[config.mk]
export PLATFORM = sky130hd
export DESIGN_NAME = four_digit_led_driver
export DESIGN_NICKNAME = d
export VERILOG_FILES = /design/src/rtl/led_pkg.sv /design/src/rtl/led_nibble_decoder.sv /design/src/rtl/four_digit_led_driver.sv
export SDC_FILE = /design/constraint.sdc
export NUM_CORES = 1
export LEC_CHECK = 0
export BUFFER_PORTS_ARGS = -buffer_cell sky130_fd_sc_hd__buf_2
export CAP_MARGIN = 20
export CORE_ASPECT_RATIO = 1.25
export CORE_MARGIN = 2
export CORE_UTILIZATION = 35
export CTS_BUF_LIST = sky130_fd_sc_hd__clkbuf_8
export DETAILED_ROUTE_END_ITERATION = 8
export PLACE_DENSITY_LB_ADDON = 0.05
export SLEW_MARGIN = 20
export SYNTH_ARGS = -nofsm -noshare
export SYNTH_HDL_FRONTEND = slang
export SYNTH_SLANG_ARGS = --single-unit
[constraint.sdc]
create_clock -name clk -period 5.7 [get_ports clk]
set_input_delay 0.855 -clock clk [delete_from_list [all_inputs] [get_ports clk]]
set_output_delay 0.855 -clock clk [all_outputs]
set_load 0.01 [all_outputs]
[src/rtl/led_pkg.sv]
// Shared definitions for the four-digit LED display driver.
//   led_state_t : slot state, DEAD (anodes off) or ON (one anode driven).
//   GLYPH_*     : active-low cathode patterns {g,f,e,d,c,b,a}.
//   ERROR_WORD  : word sent by the two-byte receive register on error.
//                 It decodes to "CCCC" on the display.
package led_pkg;

    typedef enum logic {
        DEAD = 1'b0,
        ON   = 1'b1
    } led_state_t;

    localparam logic [6:0] GLYPH_BLANK = 7'b1111111;
    localparam logic [6:0] GLYPH_0     = 7'b1000000;
    localparam logic [6:0] GLYPH_1     = 7'b1111001;
    localparam logic [6:0] GLYPH_2     = 7'b0100100;
    localparam logic [6:0] GLYPH_3     = 7'b0110000;
    localparam logic [6:0] GLYPH_4     = 7'b0011001;
    localparam logic [6:0] GLYPH_5     = 7'b0010010;
    localparam logic [6:0] GLYPH_6     = 7'b0000010;
    localparam logic [6:0] GLYPH_7     = 7'b1111000;
    localparam logic [6:0] GLYPH_8     = 7'b0000000;
    localparam logic [6:0] GLYPH_9     = 7'b0010000;
    localparam logic [6:0] GLYPH_A     = 7'b0001000;
    localparam logic [6:0] GLYPH_B     = 7'b0000011;
    localparam logic [6:0] GLYPH_C     = 7'b1000110;
    localparam logic [6:0] GLYPH_D     = 7'b0100001;
    localparam logic [6:0] GLYPH_E     = 7'b0000110;
    localparam logic [6:0] GLYPH_F     = 7'b0001110;

    localparam logic [15:0] ERROR_WORD = 16'hCCCC;

endpackage

[src/rtl/led_nibble_decoder.sv]
// Hex nibble to active-low seven-segment glyph, purely combinational.
//   nibble : 4-bit value 0..F
//   seg    : cathodes {g,f,e,d,c,b,a}, active-low
module led_nibble_decoder
    import led_pkg::*;
(
    input  logic [3:0] nibble,
    output logic [6:0] seg
);

    always_comb begin
        seg = GLYPH_BLANK;
        case (nibble)
            4'h0:    seg = GLYPH_0;
            4'h1:    seg = GLYPH_1;
            4'h2:    seg = GLYPH_2;
            4'h3:    seg = GLYPH_3;
            4'h4:    seg = GLYPH_4;
            4'h5:    seg = GLYPH_5;
            4'h6:    seg = GLYPH_6;
            4'h7:    seg = GLYPH_7;
            4'h8:    seg = GLYPH_8;
            4'h9:    seg = GLYPH_9;
            4'hA:    seg = GLYPH_A;
            4'hB:    seg = GLYPH_B;
            4'hC:    seg = GLYPH_C;
            4'hD:    seg = GLYPH_D;
            4'hE:    seg = GLYPH_E;
            default: seg = GLYPH_F;
        endcase
    end

endmodule

[src/rtl/four_digit_led_driver.sv]
// Time-multiplexed driver for a 4-digit common-anode 7-segment display.
// The 16-bit word arrives asynchronously, is synchronised, filtered for
// two consecutive equal samples, and copied into a shadow word only at
// frame boundaries so a frame never mixes old and new nibbles.
//
// Ports:
//   clk        : system clock
//   reset      : asynchronous active-low reset
//   char_word  : display word, async to clk; [15:12] -> an[3], [3:0] -> an[0]
//   an         : digit anodes, active-low
//   seg        : cathodes {g,f,e,d,c,b,a}, active-low
//   frame_tick : one-cycle pulse after the shadow word is loaded
//   state      : current slot state (DEAD / ON), for observation
//
// Build option: define LED_BLANK_ZERO_EN for leading-zero suppression
// (digit 0 is never blanked). Timing and anodes do not change.
module four_digit_led_driver
    import led_pkg::*;
#(
    parameter int SLOT_CYCLES = 16,
    parameter int DEAD_CYCLES = 2
) (
    input  logic        clk,
    input  logic        reset,
    input  logic [15:0] char_word,
    output logic [3:0]  an,
    output logic [6:0]  seg,
    output logic        frame_tick,
    output led_state_t  state
);

    if (SLOT_CYCLES < 4 || SLOT_CYCLES > 65535 ||
        DEAD_CYCLES < 1 || DEAD_CYCLES >= SLOT_CYCLES) begin : g_param_check
        $fatal(1, "four_digit_led_driver: illegal SLOT_CYCLES/DEAD_CYCLES");
    end

    localparam int CW = $clog2(SLOT_CYCLES);
    localparam logic [CW-1:0] SLOT_LAST = CW'(SLOT_CYCLES - 1);
    localparam logic [CW-1:0] DEAD_LAST = CW'(DEAD_CYCLES - 1);

    logic [15:0]   sync1, sync2, prev, stable, shadow;
    logic [CW-1:0] cnt;
    logic [1:0]    digit;

    logic          load;
    logic [15:0]   shadow_next;
    logic [3:0]    nibble;
    logic [6:0]    glyph;
    logic          blank;
    logic [6:0]    seg_next;

    // Two-flop synchroniser plus a history register; the stable word only
    // follows when two consecutive synchronised samples agree, which masks
    // bits that resolved on different edges.
    always_ff @(posedge clk or negedge reset) begin
        if (!reset) begin
            sync1  <= '0;
            sync2  <= '0;
            prev   <= '0;
            stable <= '0;
        end else begin
            sync1 <= char_word;
            sync2 <= sync1;
            prev  <= sync2;
            if (sync2 == prev) begin
                stable <= sync2;
            end
        end
    end

    // The first DEAD cycle of digit 3 is the frame boundary; this also holds
    // right after reset, where the FSM starts in exactly that position.
    always_comb begin
        load        = (state == DEAD) && (cnt == '0) && (digit == 2'd3);
        shadow_next = load ? stable : shadow;
        nibble      = 4'h0;
        case (digit)
            2'd3: nibble = shadow_next[15:12];
            2'd2: nibble = shadow_next[11:8];
            2'd1: nibble = shadow_next[7:4];
            2'd0: nibble = shadow_next[3:0];
        endcase
    end

    led_nibble_decoder u_decoder (
        .nibble (nibble),
        .seg    (glyph)
    );

`ifdef LED_BLANK_ZERO_EN
    logic lead3, lead2, lead1;

    // A digit is a leading zero when it and every digit to its left are 0.
    always_comb begin
        lead3 = (shadow_next[15:12] == 4'h0);
        lead2 = lead3 && (shadow_next[11:8] == 4'h0);
        lead1 = lead2 && (shadow_next[7:4] == 4'h0);
        blank = 1'b0;
        case (digit)
            2'd3: blank = lead3;
            2'd2: blank = lead2;
            2'd1: blank = lead1;
            2'd0: blank = 1'b0;
        endcase
    end
`else
    assign blank = 1'b0;
`endif

    assign seg_next = blank ? GLYPH_BLANK : glyph;

    // Slot FSM. an is updated on the same edge as the state so that anodes
    // are off exactly while state is DEAD. seg is refreshed during DEAD and
    // frozen during ON, so the lit digit never sees a cathode change.
    always_ff @(posedge clk or negedge reset) begin
        if (!reset) begin
            state      <= DEAD;
            cnt        <= '0;
            digit      <= 2'd3;
            an         <= 4'b1111;
            seg        <= GLYPH_BLANK;
            frame_tick <= 1'b0;
            shadow     <= '0;
        end else begin
            frame_tick <= load;
            shadow     <= shadow_next;
            cnt        <= (cnt == SLOT_LAST) ? '0 : cnt + 1'b1;
            case (state)
                DEAD: begin
                    seg <= seg_next;
                    if (cnt == DEAD_LAST) begin
                        state <= ON;
                        an    <= ~(4'b0001 << digit);
                    end else begin
                        an <= 4'b1111;
                    end
                end
                ON: begin
                    if (cnt == SLOT_LAST) begin
                        state <= DEAD;
                        an    <= 4'b1111;
                        digit <= digit - 2'd1;
                    end
                end
                default: state <= DEAD;
            endcase
        end
    end

endmodule

Yosys cells after proc, flatten, opt, wreduce, memory -nomap -nowiden
Memory sizes are Yosys's and may differ from the RTL's. A register that Yosys moved wholly into a read port is not among the register bits.
Cells that the tools add are included.
{ "op_classes": {"n_addsub": 2, "eq_ne": 7, "n_shift": 1, "mux": 9, "bitwise_logic": 2, "reduce_logical": 7} }
{ "ops": {"columns": ["op", "count"], "rows": [
  ["$eq A16 B16 Y1", 1],
  ["$mux W16", 1],
  ["$pmux W4 S4", 1],
  ["$mux W4", 3],
  ["$pmux W4 S2", 1],
  ["$add A4 B1 Y4 const B", 1],
  ["$eq A2 B2 Y1 const B", 2],
  ["$eq A4 B1 Y1 const B", 1],
  ["$eq A4 B4 Y1 const B", 1],
  ["$logic_not A4 Y1", 1],
  ["$not A4 Y4", 1],
  ["$shl A1 B2 Y4 const A", 1],
  ["$eq A2 B1 Y1 const B", 1],
  ["$logic_and A1 B1 Y1", 2],
  ["$logic_not A1 Y1", 2],
  ["$logic_not A2 Y1", 1],
  ["$mux W1", 2],
  ["$ne A2 B1 Y1 const B", 1],
  ["$pmux W1 S2", 1],
  ["$reduce_and A2 Y1", 1],
  ["$sub A2 B1 Y2 const B", 1],
  ["$not A1 Y1", 1]
]} }
{ "totals": {"ff_bits": 92, "mem_bits_ro": 112, "in_bits": 18, "output_inout_bits": 13, "word_cells": 39, "n_memories": 1} }
{ "memory_table": {"columns": ["memory", "depth", "width", "rd", "rd_clocked_by_memory_dff", "wr", "line", "rtl"], "rows": [
  ["(no name shown)", 16, 7, 1, 1, 0, "led_nibble_decoder.sv:13", "case (nibble)"]
]} }

Longest topological paths before layout
Gate-level depths: netlist (run 1).
{ "logic_depth": {"word_depth": 5, "ltp_mapped": 15} }

Modules after synthesis
A second synthesis (run 1) with hierarchy kept.
{ "hier_totals": {"cells_unflattened": 247, "area_unflattened_um2": 3781.1} }
{ "modules_own_cells": {"columns": ["module", "instances", "cells_per_inst", "area_each_um2"], "rows": [
  ["four_digit_led_driver", 1, 212, 3509.6],
  ["led_nibble_decoder", 1, 35, 271.5]
]} }

Worst setup path after synthesis (run 1)
No wires, ideal clock.
{ "synth_timing": {"path_kind": "register to register", "from": "register digit[0]", "to": "register seg[1]", "arrival_time_ns": 3.118, "required_time_ns": 5.618, "setup_slack_ns": 2.500, "stages_incl_launch_ff": 14, "synth_period_minus_slack_ns": 3.200, "path_cell_list": "dfstp_2 ha_1 and2_0 buf_6 and2_4 buf_6 mux2_4 a222oi_1 mux2i_1 inv_1 ha_1 mux2_4 a32o_1 mux2_2"} }
{ "synth_between": {"elab_chain_cells": 4, "word_cells_on_any_way": 7, "classes_between": "3 x eq/ne; 2 x mux; 2 x reduce/logical"} }
{ "synth_rtl": {"columns": ["element", "line", "rtl"], "rows": [
  ["start, declared", "four_digit_led_driver.sv:43", "logic [1:0] digit;"],
  ["start signal, assigned", "four_digit_led_driver.sv:142", "digit <= digit - 2'd1;"],
  ["$eq A2 B2 Y1", "four_digit_led_driver.sv:74", "load = (state == DEAD) && (cnt == '0) && (digit == 2'd3);"],
  ["$logic_and A1 B1 Y1", "four_digit_led_driver.sv:74", null],
  ["$mux W16", "four_digit_led_driver.sv:75", "shadow_next = load ? stable : shadow;"],
  ["via shadow_next[5]", "four_digit_led_driver.sv:46", "logic [15:0] shadow_next;"],
  ["$pmux W4 S4", "four_digit_led_driver.sv:77", "case (digit)"],
  ["end, declared", "four_digit_led_driver.sv:27", "output logic [6:0] seg,"]
]} }
The timed path passes the listed nets, and every way through them passes these cells.
A chain may end at the register's enable or synchronous reset.

Worst setup path after layout (run 1)
Same ends and word-level chain as after synthesis.

==> reports/qor.yml, run 1 <==
status: "complete, no violations"
wl_um: 6700
holdBufCountCts: 0
ys_seq_elements: 99
initial_utilization: 0.354
antenna_found_initial: 0
dpl.hpwl_um: 4540
num_vias: 2070
gp_congestion: 0.744
synth_edf_count: 0
irDropWorstVdd_v: 0.000129
min_path_type: "reg -> reg"
numPortBuffers: 30
core_um2: 11000
cts_buffers: 9
ys.flop_type: "dfrtp_1"
layout-drive-gt1-share: 0.316
power_density_nw_per_um2: 277
final_cells: 442
crit_type: "reg -> reg"
synth.yosys.seq_area_share: 0.642
cts_root_buf: "clkbuf_8"
finalHoldViolations: 0
ant_nets: 0
crit_required_ps: 6000
final_nets: 334
area_growth_pct: 11.8
ys_warn_count: 0
syn_inst: 268
rsz0062_at_grt: "false"
drv_cap: 0
cts_tree: "done"
dp.cells: 426
grt_first_pass_wirelength_um: 11500
num_rows: 43
antenna_cells: 0
ctsResizeCount: 0
setup_tns_ps: 0
viasPerCell: 4.68
final_cell_area_um2: 4340
grt_pass1_vias: 2186
slew_violations: 0
wl_per_cell_um: 15.2
dr.pass1.iters: 4
avgSynthCellArea_um2: 14.5
postSynth.asyncResetShare: 1.00
period_minus_slack_ps: 3650
min_period_over_period: 0.640
cpPeakStageDelay_ps: 600
tightest_slew_ps: 992
grt_max_degree: 55
synthDistinctLibCells: 48
arrival_ps: 3950
route.detailed.drc: 0
path_cells: "ha_1, and2_0, and2_4, mux2_4, a222oi_1, mux2i_1, inv_1, ha_1, mux2_4, a32o_1, mux2_2"
die_h_um: 122
path_clk_slew_ps: 110
synth_nets: 300
power_leakage_nw: 2.00
cp-start-kind: "flop"
cpMaxStageDelayCell: "dfstp_2"
synth_area_um2: 3890
end_kind: "flop"
utilization: 0.396
ios: 31
max-clock-path-buffers: 2
drt_iter0_drc: 82
placed_area_um2: 4150
cts_setup_buffers: 0
dieWidth_um: 98.3
clkLatencyLatePin_ps: 370
setup_viol: 0
htree_levels: 3
fmax_mhz: 274
track_usage: 0.125
fin_skew_ps: 10.8
relSlewSlack: 0.339
worst-path-max-fanout: 20
cts_sinks: 99
dieArea_um2: 12000
grt_overflow: 0
-- cells by family after synthesis --
logic type | after synthesis | synth area share
AND/OR/NAND/NOR | 41 | 0.0615
flip-flops | 99 | 0.642
buffers and inverters | 21 | 0.0306
XOR/XNOR | 18 | 0.0406
AO/OA/AOI/OAI | 38 | 0.0741
multiplexers | 37 | 0.107
adder cells (fa/ha/maj) | 14 | 0.0451
-- metrics by stage --
stage	setup WS (ps)	total power [mW]	hold WS, ps
global route	1760	1.26	364
floorplan	2500	0.751	331
finish	2050	1.20	356
CTS	2040	1.23	358
detailed placement	2060	0.777	335
global placement	2180	0.775	332
-- state kept, by name, indices dropped and copies added (netlist names) --
name / cells
frame_tick: 1
stable: 16
cnt: 4
sync2: 16
sync1: 16
digit: 2
shadow: 16
prev: 16
an: 4
state: 1
seg: 7
-- worst max-delay path: cells and delay by family, from the launching register on --
kind                       cells  cell delay (ps)
muxes                          4             1120
and+or+nand+nor                2              710
DFF                            1              600
AOI/OAI and AO/OA              2              550
adders and majority gates      2              440
buffers and inverters          1              170
-- worst paths after layout --
kind                            cells after the start  slack [ps]      start   endpoint
min in group asynchronous                           1         520      reset      state
worst min-delay path                                0         360  sync1[10]  sync2[10]
worst min register to register                      0         360  sync1[10]  sync2[10]
max in group asynchronous                           2        4110      reset  shadow[7]
worst max register to register                     11        2050   digit[0]     seg[1]
worst max-delay path                               11        2050   digit[0]     seg[1]
-- cells in the mapped netlist, drive strengths merged (3+ instances only) --
master	n	area, µm²
a21oi	11	55.1
a22oi	3	22.5
a31oi	3	18.8
and2	4	27.5
buf	7	66.3
dfrtp	86	2150
dfstp	13	342
ha	14	175
inv	12	45.0
mux2	29	334
mux2i	8	80.1
nand2	9	33.8
nand2b	3	18.8
nand4	5	31.3
nor2	6	22.5
nor3b	3	22.5
nor4	3	25.0
o21ai	5	25.0
xnor2	17	149
-- metal layers --
layer / GRT usage / up-vias / wire length [µm]
met4: 0.0625 / 0 / 123
met3: 0.0270 / 9 / 217
met5: 0 / - / 0
li1: - / 994 / -
met2: 0.199 / 35 / 3240
met1: 0.162 / 1032 / 3120
-- power by group --
group	internal (mW)	switching (mW)	total, mW
Sequential	0.720	0.00923	0.729
Clock	0.171	0.270	0.441
Combinational	0.0127	0.0189	0.0316
-- cell type report --
class | count | area (µm²)
inverter | 12 | 45.0
multi-input combinational | 148 | 1270
sequential | 99 | 2490
timing repair buffer | 32 | 168
fill | 1074 | 6630
clock buffer | 9 | 124
clock inverter | 7 | 71.3
tap | 135 | 169
-- placed cells by master (no fill, tap or decap), drive strengths merged, types with 2 or more instances in the layout --
cell,n
nor3,2
a31oi,3
a21oi,11
and2,4
clkinv,4
xnor2,17
buf,32
inv,15
nand2b,3
nor3b,3
dfstp,13
a211o,2
nand4,5
o21ai,5
a22oi,3
nor2,6
ha,14
mux2,29
mux2i,8
nor4,3
dfrtp,86
nand2,9
clkbuf,9
nand3,2
(Power assumes the default switching activity.)
==> inputs of run 2 (changes only) <==
ABC_AREA = 1   (was not set)
clock period = 3.6 ns   (was 5.7 ns; I/O delays follow)
==> run 2 against run 1 <==
Effect of this change: setup slack lost 1200 ps; cell count increased by 28%; largest power group unchanged; global-route usage hardly changed; clock power increased by 68%; largest cell class unchanged; combinational power up 57%; non-clock buffer count grew 1; critical endpoint is now seg[3]; total power up 62%.
==> reports/qor.yml, run 2 <==
status: "complete, no violations"
initial_utilization: 0.357  # +0.00285
fillers: 1167  # +8.7%
synth-simple-area-share: 0.205  # +0.143
max-clock-path-buffers: 2  # unchanged
ctsResizeCount: 0  # unchanged
ys_seq_elements: 99  # unchanged
synthDistinctLibCells: 38  # -21%
die_h_um: 125  # +2.9%
route.detailed.drc: 0  # unchanged
rsz0062_at_grt: "false"
htree_levels: 3  # unchanged
p_sw_mw: 0.448  # +50%
slew_violations: 0  # unchanged
grt_overflow: 0  # unchanged
synth_area_um2: 4130  # +6.2%
power_density_nw_per_um2: 419  # +51%
cts_buffers: 9  # unchanged
dpl.hpwl_um: 4900  # +7.8%
synth_compound_area_frac: 0.0531  # -0.0210
finalHoldViolations: 0  # unchanged
area_growth_pct: 12.4
cts_tree: "done"
ys.flop_type: "dfrtp_1"
cpMaxStageDelayCell: "dfstp_2"
grt_first_pass_wirelength_um: 12400  # +7.9%
ys_warn_count: 0  # unchanged
relSlewSlack: 0.622  # +0.283
synth_top_area_cell: "dfrtp_1"
synth_top_area_share: 0.522  # -0.0322
worst-path-max-fanout: 20  # unchanged
wl_per_cell_um: 12.4  # -18%
multi_input_area_um2: 1390  # +9.0%
arrival_ps: 3090  # -860 ps
synthMostInstantiatedCell: "dfrtp_1"
avgSynthCellArea_um2: 10.7  # -26%
synthMuxAreaShare: 0  # -0.107
antenna_found_initial: 0  # unchanged
r2r-end: "seg[3]"
synth_nets: 419  # +40%
dieArea_um2: 12700  # +5.9%
regToRegSetupSlack_ps: 810  # -1240 ps
syn_inst: 387  # +44%
regArea_um2: 2490  # unchanged
numPortBuffers: 30  # unchanged
yosys-top-cells-area: "dfrtp_1 52%, dfstp_2 8.3%, nand2_1 6.6%"
grt_max_degree: 100  # +82%
ys_top_cells_by_count: "86 x dfrtp_1, 73 x nand2_1, 47 x inv_1, 30 x nand3_1, 17 x nor2_1"
power_frac_comb: 0.025  # about the same
cts_root_buf: "clkbuf_8"
postSynth.asyncResetShare: 1.00  # unchanged
internal_power_mw: 1.50  # +66%
cp-start-kind: "flop"
synth_top_family_by_area: "simple AND/OR/NAND/NOR gates"
fmax_mhz: 358  # +31%
synth_fa_ha_area_frac: 0.0424  # -0.00262
synth_edf_count: 0  # unchanged
setup_tns_ps: 0  # unchanged
critPathTopFamily: "simple AND/OR/NAND/NOR gates"
core_um2: 11600  # +5.3%
synth.yosys.seq_area_share: 0.604  # -0.0374
ios: 31  # unchanged
path_cells: "ha_1, nand2_1, inv_1, nand3_4, clkinv_2, nand2_1, nand3_1, nand2_1, o21ai_2, inv_1, ha_1, nand3_1, nand3_1, nand3_1, nand2_1"
tightest_slew_ps: 566  # -425 ps
final_nets: 456  # +37%
viasPerCell: 4.44  # -5.3%
holdBufCountCts: 0  # unchanged
drt_iter0_drc: 34  # -59%
crit_type: "reg -> reg"
cts_setup_buffers: 0  # unchanged
drv_cap: 0  # unchanged
layout-drive-gt1-share: 0.226  # -0.0899
dieWidth_um: 101  # +2.9%
antenna_cells: 0  # unchanged
ff2ff_path_depth: 15  # +4
grt_pass1_vias: 2500  # +14%
final_cell_mix: "86 x dfrtp_1, 73 x nand2_1, 47 x inv_1"
clkLatencyLatePin_ps: 360  # about the same
critical_path_buf_inv_count: 3  # +2
final_cells: 567  # +28%
num_vias: 2515  # +21%
cts_sinks: 99  # unchanged
wl_um: 7040  # +5.0%
power.share.clock: 0.381  # +0.014
path_clk_slew_ps: 100  # about the same
min_period_over_period: 0.775  # +0.135
r2r-start: "digit[1]"
num_rows: 44  # +2.3%
mostFrequentLayoutCell: "dfrtp_1"
cpPeakStageDelay_ps: 580  # -20 ps
ant_nets: 0  # unchanged
power_switching_share: 0.230  # -0.0177
power_leakage_nw: 2.31  # +15%
fin_skew_ps: 11.9  # +1.12 ps
track_usage: 0.124  # about the same
setup_viol: 0  # unchanged
yosys.area_share.xor_xnor: 0.0361  # -0.00448
gp_congestion: 0.791  # +6.2%
crit_required_ps: 3900  # -2100 ps
dr.pass1.iters: 4  # unchanged
place_ws_ps: 780  # -1280 ps
end_kind: "flop"
setup_ws_ps: 808  # -1240 ps
min_path_type: "in -> async"
irDropWorstVdd_v: 0.000349  # +170%
period_minus_slack_ps: 2790  # -857 ps
seq_power_share: 0.594  # -0.013
dp.cells: 551  # +29%
## run 2: cell types whose count changed after synthesis, sizes merged, moves of 9 or more
cell	delta
nand2	+80
inv	+37
nand3	+32
mux2	-29
nor2	+18
xnor2	-9
## run 2: area by class of cell
type                    count  share of cell area
flip-flops and latches     99               0.537
multi-input cells         231               0.299
inverters                  50              0.0407
repair buffers             33              0.0405
well taps                 138              0.0372
clock buffers               9              0.0267
clock inverters             7              0.0181
## run 2: routing by layer
layer  GRT usage  vias up  wire length [µm]
met5           0        -                 0
met4      0.0405        0                56
met3      0.0324        4               192
li1            -     1296                 -
met1       0.166     1182              3240
met2       0.197       33              3550
## run 2: worst register-to-register path, delay by kind of cell, from the launching register on
kind | cells | cell delay (ps)
buffers and inverters | 3 | 560
AOI/OAI and AO/OA | 1 | 240
adders and majority gates | 2 | 400
DFF | 1 | 580
and+or+nand+nor | 9 | 950
## run 2: per-stage QoR
| stage | area (µm²) | util | power, mW | hold slack, ps |
|---|---|---|---|---|
| finish | 4640 | 0.401 | 1.94 | 187 |
| global route | 4640 | 0.401 | 2.05 | 242 |
| CTS | 4640 | 0.401 | 1.99 | 234 |
| detailed placement | 4430 | 0.383 | 1.23 | 335 |
| global placement | 4430 | 0.383 | 1.23 | 332 |
| floorplan | 4130 | - | 1.19 | 244 |
## run 2: cell families (layout without fill, tap and decap cells)
| logic type | after synthesis | count (layout) |
|---|---|---|
| buf+inv | 57 | 99 |
| simple gates | 166 | 166 |
| flops | 99 | 99 |
| compound gates | 34 | 34 |
| fa+ha+maj | 14 | 14 |
| xor+xnor | 17 | 17 |
## run 2: worst max path at each step
stage	from	endpoint	slack, ps	cells past startpoint
after floorplan	digit[1]	seg[3]	1220	15
after global placement	digit[1]	seg[3]	910	15
after detailed placement	digit[1]	seg[3]	780	15
after CTS	digit[1]	seg[3]	770	15
after global routing	digit[0]	seg[3]	540	15
final	digit[1]	seg[3]	810	15
## run 2: power by group through the flow
stage	registers (mW)	logic (mW)	clock network, mW
after floorplan	1.17	0.0160	0
after global placement	1.17	0.0519	0
after detailed placement	1.18	0.0522	0
after CTS	1.16	0.0525	0.785
after global routing	1.16	0.0583	0.827
final	1.15	0.0495	0.740
